--- config.mk ---
export PLATFORM = sky130hd
export DESIGN_NAME = softmax_job_sched
export DESIGN_NICKNAME = d
export VERILOG_FILES = /design/src/rtl/softmax_job_sched_pkg.sv /design/src/rtl/softmax_job_sched_desc_fifo.sv /design/src/rtl/softmax_job_sched.sv
export SDC_FILE = /design/constraint.sdc
export NUM_CORES = 1
export LEC_CHECK = 0
export CAP_MARGIN = 20
export CORE_ASPECT_RATIO = 0.5
export CORE_MARGIN = 4
export CORE_UTILIZATION = 35
export DETAILED_ROUTE_END_ITERATION = 6
export PLACE_DENSITY_LB_ADDON = 0.3
export SYNTH_ARGS = -nofsm -noshare
export SYNTH_HDL_FRONTEND = slang
export SYNTH_SLANG_ARGS = --single-unit
--- constraint.sdc ---
create_clock -name clk -period 2.1 [get_ports clk]
set_input_delay 0.315 -clock clk [delete_from_list [all_inputs] [get_ports clk]]
set_output_delay 0.315 -clock clk [all_outputs]
set_load 0.01 [all_outputs]
--- src/rtl/softmax_job_sched_pkg.sv ---
// Shared constants for the softmax job scheduler.
// FSM encodings and default widths.
package softmax_job_sched_pkg;

  localparam int ADDRSIZE  = 16;
  localparam int DEF_DEPTH = 4;
  localparam int DEF_TAGW  = 4;
  localparam int DEF_CNTW  = 16;
  localparam int DEF_TMO   = 1024;

  localparam logic [2:0] S_IDLE  = 3'd0;
  localparam logic [2:0] S_LOAD  = 3'd1;
  localparam logic [2:0] S_INIT  = 3'd2;
  localparam logic [2:0] S_START = 3'd3;
  localparam logic [2:0] S_BUSY  = 3'd4;
  localparam logic [2:0] S_CPL   = 3'd5;

endpackage

--- src/rtl/softmax_job_sched_desc_fifo.sv ---
// Descriptor FIFO: sync, extra pointer bit for full/empty, flush.
// Ports: clk, reset(active-low sync), flush, push/wdata, pop/rdata, full, empty.
module softmax_job_sched_desc_fifo
  import softmax_job_sched_pkg::*;
#(
  parameter int W     = 8,
  parameter int DEPTH = DEF_DEPTH
) (
  input  logic         clk,
  input  logic         reset,
  input  logic         flush,
  input  logic         push,
  input  logic [W-1:0] wdata,
  input  logic         pop,
  output logic [W-1:0] rdata,
  output logic         full,
  output logic         empty
);

  localparam int AW = $clog2(DEPTH);

  logic [W-1:0] mem [DEPTH];
  logic [AW:0]  wptr;
  logic [AW:0]  rptr;
  logic         do_push;
  logic         do_pop;

  assign empty = (wptr == rptr);
  assign full  = (wptr[AW] != rptr[AW]) &&
                 (wptr[AW-1:0] == rptr[AW-1:0]);
  assign rdata = mem[rptr[AW-1:0]];

  assign do_push = push && !full && !flush;
  assign do_pop  = pop && !empty;

  always_ff @(posedge clk) begin
    if (!reset) begin
      wptr <= '0;
      rptr <= '0;
    end else if (flush) begin
      wptr <= '0;
      rptr <= '0;
    end else begin
      if (do_push) wptr <= wptr + 1'b1;
      if (do_pop)  rptr <= rptr + 1'b1;
    end
  end

  always_ff @(posedge clk) begin
    if (do_push) mem[wptr[AW-1:0]] <= wdata;
  end

endmodule

--- src/rtl/softmax_job_sched.sv ---
// Job scheduler sequencing softmax init/start/done per descriptor.
// Ports: desc_* in, sm_* to/from core, cpl_* out, busy, jobs_done.
// Option: SOFTMAX_SCHED_TIMEOUT_EN adds a BUSY watchdog of TMO cycles.
module softmax_job_sched
  import softmax_job_sched_pkg::*;
#(
  parameter int ADDRW = ADDRSIZE,
  parameter int DEPTH = DEF_DEPTH,
  parameter int TAGW  = DEF_TAGW,
  parameter int CNTW  = DEF_CNTW,
  parameter int TMO   = DEF_TMO
) (
  input  logic             clk,
  input  logic             reset,
  input  logic             desc_valid,
  output logic             desc_ready,
  input  logic [ADDRW-1:0] desc_start,
  input  logic [ADDRW-1:0] desc_end,
  input  logic [TAGW-1:0]  desc_tag,
  input  logic             flush,
  output logic             sm_init,
  output logic             sm_start,
  output logic [ADDRW-1:0] sm_start_addr,
  output logic [ADDRW-1:0] sm_end_addr,
  input  logic             sm_done,
  output logic             cpl_valid,
  output logic [TAGW-1:0]  cpl_tag,
  output logic             cpl_err,
  output logic             busy,
  output logic [CNTW-1:0]  jobs_done
);

  localparam int DW = 2 * ADDRW + TAGW;

  logic [2:0]       state;
  logic [ADDRW-1:0] job_start;
  logic [ADDRW-1:0] job_end;
  logic [TAGW-1:0]  job_tag;
  logic             job_err;
  logic             done_q;
  logic             done_rise;
  logic             tmo_hit;

  logic [DW-1:0]    f_wdata;
  logic [DW-1:0]    f_rdata;
  logic             f_full;
  logic             f_empty;
  logic             f_pop;

  assign f_wdata = {desc_start, desc_end, desc_tag};
  assign f_pop   = (state == S_IDLE) && !f_empty;

  softmax_job_sched_desc_fifo #(
    .W     (DW),
    .DEPTH (DEPTH)
  ) u_fifo (
    .clk   (clk),
    .reset (reset),
    .flush (flush),
    .push  (desc_valid),
    .wdata (f_wdata),
    .pop   (f_pop),
    .rdata (f_rdata),
    .full  (f_full),
    .empty (f_empty)
  );

  // Only a fresh 0->1 transition counts; a level left high
  // by the previous job is ignored.
  assign done_rise = sm_done && !done_q;

`ifdef SOFTMAX_SCHED_TIMEOUT_EN
  localparam int TW = $clog2(TMO + 1);

  logic [TW-1:0] tmo_cnt;

  always_ff @(posedge clk) begin
    if (!reset) begin
      tmo_cnt <= '0;
    end else if (state == S_BUSY) begin
      tmo_cnt <= tmo_cnt + TW'(1);
    end else begin
      tmo_cnt <= '0;
    end
  end

  assign tmo_hit = (state == S_BUSY) &&
                   (tmo_cnt == TW'(TMO - 1));
`else
  // No watchdog: BUSY waits for the core indefinitely.
  assign tmo_hit = 1'b0 && (TMO != 0);
`endif

  always_ff @(posedge clk) begin
    if (!reset) begin
      state     <= S_IDLE;
      job_start <= '0;
      job_end   <= '0;
      job_tag   <= '0;
      job_err   <= 1'b0;
      done_q    <= 1'b0;
      jobs_done <= '0;
    end else begin
      done_q <= sm_done;
      unique case (state)
        S_IDLE: begin
          if (!f_empty) begin
            {job_start, job_end, job_tag} <= f_rdata;
            job_err <= 1'b0;
            state   <= S_LOAD;
          end
        end
        S_LOAD: begin
          if (job_end < job_start) begin
            job_err <= 1'b1;
            state   <= S_CPL;
          end else begin
            state <= S_INIT;
          end
        end
        S_INIT:  state <= S_START;
        S_START: state <= S_BUSY;
        S_BUSY: begin
          if (done_rise) begin
            state <= S_CPL;
          end else if (tmo_hit) begin
            job_err <= 1'b1;
            state   <= S_CPL;
          end
        end
        S_CPL: begin
          if (!job_err) jobs_done <= jobs_done + CNTW'(1);
          state <= S_IDLE;
        end
        default: state <= S_IDLE;
      endcase
    end
  end

  assign desc_ready    = !f_full;
  assign sm_init       = (state == S_INIT);
  assign sm_start      = (state == S_START);
  assign sm_start_addr = job_start;
  assign sm_end_addr   = job_end;
  assign cpl_valid     = (state == S_CPL);
  assign cpl_tag       = cpl_valid ? job_tag : '0;
  assign cpl_err       = cpl_valid && job_err;
  assign busy          = (state != S_IDLE) || !f_empty;

endmodule

# --- Yosys cells after proc, flatten, opt, wreduce, memory -nomap -nowiden ---
# Memory sizes are Yosys's and may differ from the RTL's. A register that Yosys moved wholly into a read port is not among the register bits.
# Cells that the tools add are included.
# Widths: inputs -> output; s select.
op_classes:
  n_addsub: 3
  order_cmp: 1
  n_eq_ne: 11
  mux: 10
  n_bitwise: 3
  reduce_logical: 21
ops:
  columns: ["operator", "count"]
  rows:
  - ["$add 16x1->16 const B", 1]
  - ["$lt 16x16->1", 1]
  - ["$pmux 3 s5", 1]
  - ["$mux 3", 3]
  - ["$logic_and 1x1->1", 7]
  - ["$add 3x1->3 const B", 2]
  - ["$eq 3x2->1 const B", 2]
  - ["$eq 3x3->1 const B", 2]
  - ["$ne 2x2->1 const B", 3]
  - ["$reduce_and 2->1", 3]
  - ["$logic_not 1->1", 5]
  - ["$mux 1", 4]
  - ["$mux 4", 1]
  - ["$eq 3x1->1 const B", 1]
  - ["$eq 3x3->1", 1]
  - ["$logic_not 3->1", 1]
  - ["$not 1->1", 3]
  - ["$reduce_and 3->1", 1]
  - ["$reduce_bool 3->1", 1]
  - ["$eq 2x2->1", 1]
  - ["$pmux 1 s2", 1]
  - ["$reduce_bool 2->1", 1]
  - ["$reduce_or 2->1", 1]
  - ["$logic_or 1x1->1", 1]
  - ["$ne 1x1->1", 1]
word_totals:
  register_bits: 27
  ram_bits: 144
  in_bits: 41
  out_inout_bits: 58
  wordCells: 56
  memories: 1
memory_table:
  columns: ["memory", "depth", "word_bits", "rd", "rd_ports_with_merged_regs", "write_ports", "line", "rtl"]
  rows:
  - ["u_fifo.mem", 4, 36, 1, 1, 1, "softmax_job_sched_desc_fifo.sv:22", "logic [W-1:0] mem [DEPTH];"]

# --- Depth between registers and ports, before layout ---
# Gate-level depths: netlist (run 1).
depth:
  word_depth: 7
  ltp_mapped: 7
  mapped_depth_nobuf: 7

# --- By module ---
# A second synthesis (run 1) with hierarchy kept.
unflattened:
  hier_cells: 577
  area_unflattened_um2: 8515.7
modules_own_cells:
  columns: ["module", "n_inst", "cells_per_inst", "area_per_inst_um2"]
  rows:
  - ["softmax_job_sched_desc_fifo", 1, 255, 5761.8]
  - ["softmax_job_sched", 1, 322, 2753.9]

# --- Worst setup path before layout (run 1) ---
# Ideal clock, no wire load.
synth_path:
  path_type: "reg2reg"
  start: "register u_fifo.wptr[0]"
  end: "memory u_fifo.mem[3][0] in the netlist's numbering (enable)"
  setup_ns: 0.398
  t_arrival_ns: 1.792
  slack_ns: -0.090
  stages_incl_launch_ff: 4
  n_path_buf: 0
  synth_period_minus_slack_ns: 2.190
  cell_sequence: "dfxtp_1 > xnor2_2 > a311oi_2 > and2_1"
synth_between:
  elab_chain_cells: 7
synth_rtl:
  columns: ["element", "line", "rtl"]
  rows:
  - ["from (decl)", "softmax_job_sched_desc_fifo.sv:23", "logic [AW:0] wptr;"]
  - ["from (signal assigned)", "softmax_job_sched_desc_fifo.sv:44", "if (do_push) wptr <= wptr + 1'b1;"]
  - ["$eq 2x2->1", "softmax_job_sched_desc_fifo.sv:30", "(wptr[AW-1:0] == rptr[AW-1:0]);"]
  - ["$logic_and 1x1->1", "softmax_job_sched_desc_fifo.sv:29", "assign full = (wptr[AW] != rptr[AW]) &&"]
  - ["$logic_not 1->1", "softmax_job_sched_desc_fifo.sv:33", "assign do_push = push && !full && !flush;"]
  - ["$logic_and 1x1->1 (2 in series)", "softmax_job_sched_desc_fifo.sv:33", null]
  - ["$mux 1", "softmax_job_sched_desc_fifo.sv:50", "if (do_push) mem[wptr[AW-1:0]] <= wdata;"]
  - ["$mux 1 (implied by the code)", "softmax_job_sched_desc_fifo.sv:50", null]
  - ["to (decl)", "softmax_job_sched_desc_fifo.sv:22", null]
# Parallel ways exist; a longest one is shown, timed or not.

# --- Worst setup path in the final report (run 1) ---
layout_path:
  start: "register state[1]"
  end: "output port cpl_tag[3]"
layout_between:
  elab_chain_cells: 2
layout_rtl:
  columns: ["element", "line", "rtl"]
  rows:
  - ["from (decl)", "softmax_job_sched.sv:35", "logic [2:0] state;"]
  - ["from (signal assigned)", "softmax_job_sched.sv:96", "state <= S_IDLE;"]
  - ["from (signal assigned)", "softmax_job_sched.sv:110", "state <= S_LOAD;"]
  - ["from (signal assigned)", "softmax_job_sched.sv:116", "state <= S_CPL;"]
  - ["$eq 3x3->1", "softmax_job_sched.sv:145", "assign cpl_valid = (state == S_CPL);"]
  - ["$mux 4", "softmax_job_sched.sv:146", "assign cpl_tag = cpl_valid ? job_tag : '0;"]
  - ["to (decl)", "softmax_job_sched.sv:27", "output logic [TAGW-1:0] cpl_tag,"]
# No other way between the ends.

==> flow_summary.toml, run 1 <==
[run_status]
status = "finished clean"

[cts]
root_buffer = "clkbuf_16"
cts_max_level = 1
clk_latency_ns = 0.51
cts_buffer_depth = 3
clk_pin_slew_worst_paths_ns = 0.07
cts_tree = "built"
numCtsBuffers = 20
clock_sinks = 207

[yosys]
synth_enable_flop_cells = 144
synthFlopType = "edfxtp_1"
yosysWarnings = 0
synth_common_cells = "edfxtp_1 (144), nand2_1 (92), dfxtp_1 (63)"
async_flop_share_pct = 0
yosysMostFrequentCell = "edfxtp_1"
synth_top_cell_area_share_pct = 52.1
synth.area.top_cells = "edfxtp_1 (52%), dfxtp_1 (15%), mux4_2 (9.8%), nand2_1 (4.2%), a21boi_1 (3.6%)"
ys_seq_area_share_pct = 67.2
netlist_area_um2 = 8310
synthesis.nets = 612
yosysTopAreaCell = "edfxtp_1"
ys_types = 46
syn_inst = 550
ys_seq_elements = 207
syn_area_per_cell_um2 = 15.1

[placed_design]
placedCellCount = 956
routabilityCongestion = 0.746
port_buffers = 98
dp_hpwl_mm = 12.6
dpl_worst_slack_ns = 0.0598

[power_and_ir_drop]
clkPwrFrac_pct = 34.9
intPower_mw = 7.38
power_frac_seq_pct = 47.4
switching_share_pct = 26.4
power.leakage_nw = 3.59
p_comb_share_pct = 17.7
ir_drop_v = 0.000526
p_per_area_nw_per_um2 = 950
p_switching_mw = 2.65

[global_routing]
first_global_vias = 5051
grt_max_degree = 39
antenna_found_initial = 1
track_usage_pct = 14.4
overflow = 0
grt_pass1_wl_mm = 29.2

[die]
row_count = 39
start_util_pct = 36.0
core_um2 = 23100
die_area_um2 = 26400
io_pins = 99
fp.dieW_um = 226
die_y_um = 117

[cells_and_area]
area.growth.synth_to_final_pct = 27.0
final_cells = 997
finalNetCount = 738
diodes = 0
drive_gt1_share_pct = 17.7

[setup_path]
critPathLaunchType = "flop"
cp.arrival_ns = 1.69
end_kind = "output port"
slowest_stage = "dfxtp_2"
crit_path_max_incr_delay_ns = 0.37
path_max_fanout = 8
critPathKind = "flop to output port"
crit_required_ns = 1.78
crit_chain = "and3b_2, buf_12, and2_1, dlygate4sd2_1"

[sta]
clock_skew_ns = 0.0159
setup_tns_ns = 0
slew_headroom_pct = 59.3
setup_viol_count_final = 0
drv_slew = 0
worst_pin_slew_ns = 0.610
whs_ns = 0.161
fin_crit_sh_pct = 95.3
worst_slack_ns = 0.0991
max_freq_mhz = 500
hold_viol_final = 0
layout_min_cycle_time_ns = 2.00

[detailed_routing]
routedWlPerCell_um = 18.9
firstDrtPassIters = 4
num_vias = 4801
via_per_inst = 4.82
drtIter0Drc = 386
drc_errors = 0
antenna_left = 0
drt-total-wl_mm = 18.9

[run]
max_cap_viol_count = 0

[worst_hold_path]
hp-class = "input pin to flop"
[power by group through the flow]
stage	clock, mW	combinational, mW	sequential [mW]
after floorplan	0	0.925	4.82
after global routing	3.76	1.97	4.78
after CTS	3.58	1.76	4.75
after global placement	0	1.73	4.82
final	3.50	1.77	4.75
after detailed placement	0	1.74	4.83
[metrics by stage]
step / instance area, µm² / utilization [%] / power [mW]
after global routing: 10600 / 45.7 / 10.5
after floorplan: 8310 / - / 5.75
after global placement: 9810 / 42.5 / 6.55
final: 10600 / 45.7 / 10.0
after CTS: 10500 / 45.6 / 10.1
after detailed placement: 9810 / 42.5 / 6.57
[layout by cell type, fill, tap and decap left out, drive strengths merged, types with 2 or more instances in the layout]
cell type      count
and4               3
a21oi              9
nand3              7
xnor2             16
xor2               5
dlymetal6s2s       3
dfxtp             63
ha                21
and2              23
clkbuf            26
edfxtp           144
a31oi              2
dlygate4sd2        6
o21ai              5
or3                3
mux4              36
clkdlybuf4s50     87
nor2               9
nand2b             2
a21boi            40
nor3               2
buf               30
clkinv             8
and3               2
and3b              2
inv               21
nand2             92
nand4              6
o21a               2
[final cells by class]
| class | instances | area (µm²) |
|---|---|---|
| inverters | 20 | 75.1 |
| well taps | 307 | 384 |
| clock inverters | 11 | 110 |
| flip-flops and latches | 207 | 5600 |
| fillers | 2034 | 12500 |
| clock buffers | 25 | 529 |
| repair buffers | 127 | 1290 |
| multi-input cells | 300 | 2560 |
[layer usage]
metal	vias to the layer above	global-route usage [%]	wire length, µm
met5	-	0	0
met4	0	3.26	320
met2	81	25.6	9600
li1	2275	-	-
met1	2420	18.9	8350
met3	25	2.27	607
[logic make-up after synthesis]
| logic type | Yosys count | share of synthesized area (%) |
|---|---|---|
| flip-flops | 207 | 67.2 |
| AO/OA/AOI/OAI | 62 | 5.35 |
| multiplexers | 37 | 9.88 |
| AND/OR/NAND/NOR | 159 | 9.39 |
| XOR/XNOR | 21 | 2.40 |
| adder cells (fa/ha/maj) | 21 | 3.16 |
| buffers and inverters | 43 | 2.58 |
[registers in the layout, summed over array words and instances, names as in the netlist]
name           count
u_fifo.rptr        3
job_err            1
sm_end_addr       16
u_fifo.mem       144
sm_start_addr     16
job_tag            4
done_q             1
jobs_done         16
u_fifo.wptr        3
state              3
[worst max-delay path, delay by kind of cell, from the launching register on]
kind / cells / cell delay, ns
DFF: 1 / 0.37
buffers and inverters: 2 / 0.42
and+or+nand+nor: 2 / 0.39
[what timing repair did]
item                       CTS  global route
hold buffers                 0             0
setup endpoints to repair   10             8
buffers inserted             3             2
resized for setup           18             9
pin swaps                    4             3
[final timing paths]
path,from,endpoint,slack [ns],cells after the start
worst max-delay path,state[1]$_SDFFE_PN0P_,cpl_tag[3],0.1,4
worst min-delay path,reset,state[1]$_SDFFE_PN0P_,0.16,2
worst max register to register,sm_start_addr[14]$_SDFFE_PN0P_,state[0]$_SDFFE_PN0P_,0.16,7
worst min register to register,job_tag[2]$_SDFFE_PN0P_,job_tag[2]$_SDFFE_PN0P_,0.45,2
Note: power is estimated with default switching activity, not from simulation.
==> inputs of run 2 (changes only) <==
- CTS_BUF_LIST: default -> sky130_fd_sc_hd__clkbuf_8
==> run 2 against run 1 <==
  * Register-to-register slack got worse by 0.07 ns
  * Critical path type unchanged
  * Critical path depth did not move
  * Global-route usage rose by 0.34 points
  * Via count rose by 2.8%
  * Largest power group unchanged
  * Total power fell by 1.3%
==> flow_summary.toml, run 2 (synthesis results as in run 1) <==
[setup_path]
cp.arrival_ns = 1.70
r2r-end = "state[0]$_SDFFE_PN0P_"
crit_path_max_incr_delay_ns = 0.36
r2r_cells = 7
critPathLaunchType = "flop"
r2r_slack_ns = 0.09
end_kind = "output port"
path_max_fanout = 5
critPathKind = "flop to output port"
crit_chain = "and3b_2, buf_12, and2_1, dlygate4sd2_1"
crit_required_ns = 1.78
slowest_stage = "dfxtp_4"
r2r-start = "sm_start_addr[1]$_SDFFE_PN0P_"

[power_and_ir_drop]
ir_drop_v = 0.000466
clkPwrFrac_pct = 33.8
power_frac_seq_pct = 47.9
p_per_area_nw_per_um2 = 937
power.leakage_nw = 3.62
p_switching_mw = 2.67
switching_share_pct = 26.9
intPower_mw = 7.24
p_comb_share_pct = 18.3

[detailed_routing]
drtIter0Drc = 464
routedWlPerCell_um = 18.9
antenna_left = 0
drt-total-wl_mm = 19.3
firstDrtPassIters = 4
num_vias = 4935
via_per_inst = 4.83
drc_errors = 0

[worst_hold_path]
whs_path_depth = 2
min_to = "state[1]$_SDFFE_PN0P_"
min-delay-start = "reset"
hp-class = "input pin to flop"

[cells_and_area]
multi_input_area_um2 = 2560
drive_gt1_share_pct = 19.4
largest_reg_flops = 144
area.growth.synth_to_final_pct = 27.2
regArea_um2 = 5600
final_common_cell = "edfxtp_1"
fillers = 2035
finalNetCount = 753
stdcell_area_um2 = 10600
final_cells = 1022
diodes = 0
layout_common_cells = "edfxtp_1 (144), nand2_1 (92), clkdlybuf4s50_1 (87), dfxtp_1 (54), a21boi_1 (40)"

[sta]
fin_crit_sh_pct = 95.8
hold_viol_final = 0
clock_skew_ns = 0.0202
max_freq_mhz = 497
drv_slew = 0
worst_slack_ns = 0.0876
slew_headroom_pct = 58.5
setup_viol_count_final = 0
worst_pin_slew_ns = 0.622
layout_min_cycle_time_ns = 2.01

[cts]
clk_pin_slew_worst_paths_ns = 0.06
clock_sinks = 207
cts_max_level = 1
root_buffer = "clkbuf_8"
clk_latency_ns = 0.57
cts_tree = "built"
numCtsBuffers = 31
cts_buffer_depth = 3
hold_buffers = 0

[die]
start_util_pct = 36.0
die_area_um2 = 26400
core_um2 = 23100
row_count = 39
io_pins = 99
die_y_um = 117
fp.dieW_um = 226

[placed_design]
routabilityCongestion = 0.746
dp_hpwl_mm = 12.6
port_buffers = 98
placedCellCount = 956
dpl_worst_slack_ns = 0.0598
place_area_um2 = 9810

[global_routing]
antenna_found_initial = 1
overflow = 0
track_usage_pct = 14.7
grt_max_degree = 39
first_global_vias = 5117
grt_pass1_wl_mm = 29.8

[run]
max_cap_viol_count = 0

[run_status]
status = "finished clean"
## run 2: changes by cell type in the layout (fill, tap and decap cells not counted), sizes merged
cell	before	now
dlymetal6s2s	3	0
dlygate4sd2	6	7
clkinv	8	7
bufinv	1	3
clkdlybuf4s15	0	2
buf	30	35
clkbuf	26	32
inv	21	34
## run 2: cell type report
type	count	share of cell area, %
Clock buffer	32	4.17
Clock inverter	25	1.78
Inverter	20	0.711
Multi-Input combinational cell	300	24.3
Sequential cell	207	53.0
Tap cell	307	3.64
Timing Repair Buffer	131	12.4
## run 2: worst max-delay path: cells and delay by family (launching register included)
kind                   cells  cell delay, ns
buffers and inverters      2            0.41
AND/OR/NAND/NOR            2            0.37
flip-flops                 1            0.36
## run 2: layer usage
metal  wire [µm]  track usage [%]
met1        8560             19.2
met2        9690             25.9
met5           0                0
met3         671             2.54
met4         375             4.00
## run 2: worst max path at each step
stage / endpoint / depth (start not counted) / startpoint
5_1_grt: state[0]$_SDFFE_PN0P_ / 7 / sm_start_addr[1]$_SDFFE_PN0P_
2_1_floorplan: state[0]$_SDFFE_PN0P_ / 7 / sm_start_addr[13]$_SDFFE_PN0P_
3_3_place_gp: state[0]$_SDFFE_PN0P_ / 7 / sm_start_addr[1]$_SDFFE_PN0P_
3_5_place_dp: state[0]$_SDFFE_PN0P_ / 7 / sm_start_addr[1]$_SDFFE_PN0P_
4_1_cts: state[0]$_SDFFE_PN0P_ / 7 / sm_start_addr[1]$_SDFFE_PN0P_
6_report: cpl_tag[0] / 4 / state[1]$_SDFFE_PN0P_
## run 2: stage by stage
step           setup TNS, ns  total power, mW  utilization, %  hold slack [ns]
6_report                   0             9.90            45.8            0.101
4_1_cts                    0             9.98            45.6           0.0545
2_1_floorplan              0             5.75               -            0.414
5_1_grt             -0.00426             10.4            45.8           0.0499
3_5_place_dp               0             6.57            42.5            0.449
3_3_place_gp               0             6.55            42.5            0.441
## run 2: power groups by stage
stage               sequential, mW  combinational, mW  clock [mW]
floorplan                     4.82              0.925           0
finish                        4.74               1.81        3.35
detailed placement            4.83               1.74           0
global route                  4.77               2.00        3.65
CTS                           4.76               1.76        3.46
global placement              4.82               1.73           0
## run 2: what timing repair did
| item | 4_1_cts | 5_1_grt |
|---|---|---|
| pin swaps | 4 | 3 |
| endpoints found under the setup margin | 10 | 8 |
| hold endpoints to repair | 0 | 0 |
| gates resized for setup | 25 | 8 |
| buffers inserted | 5 | 4 |
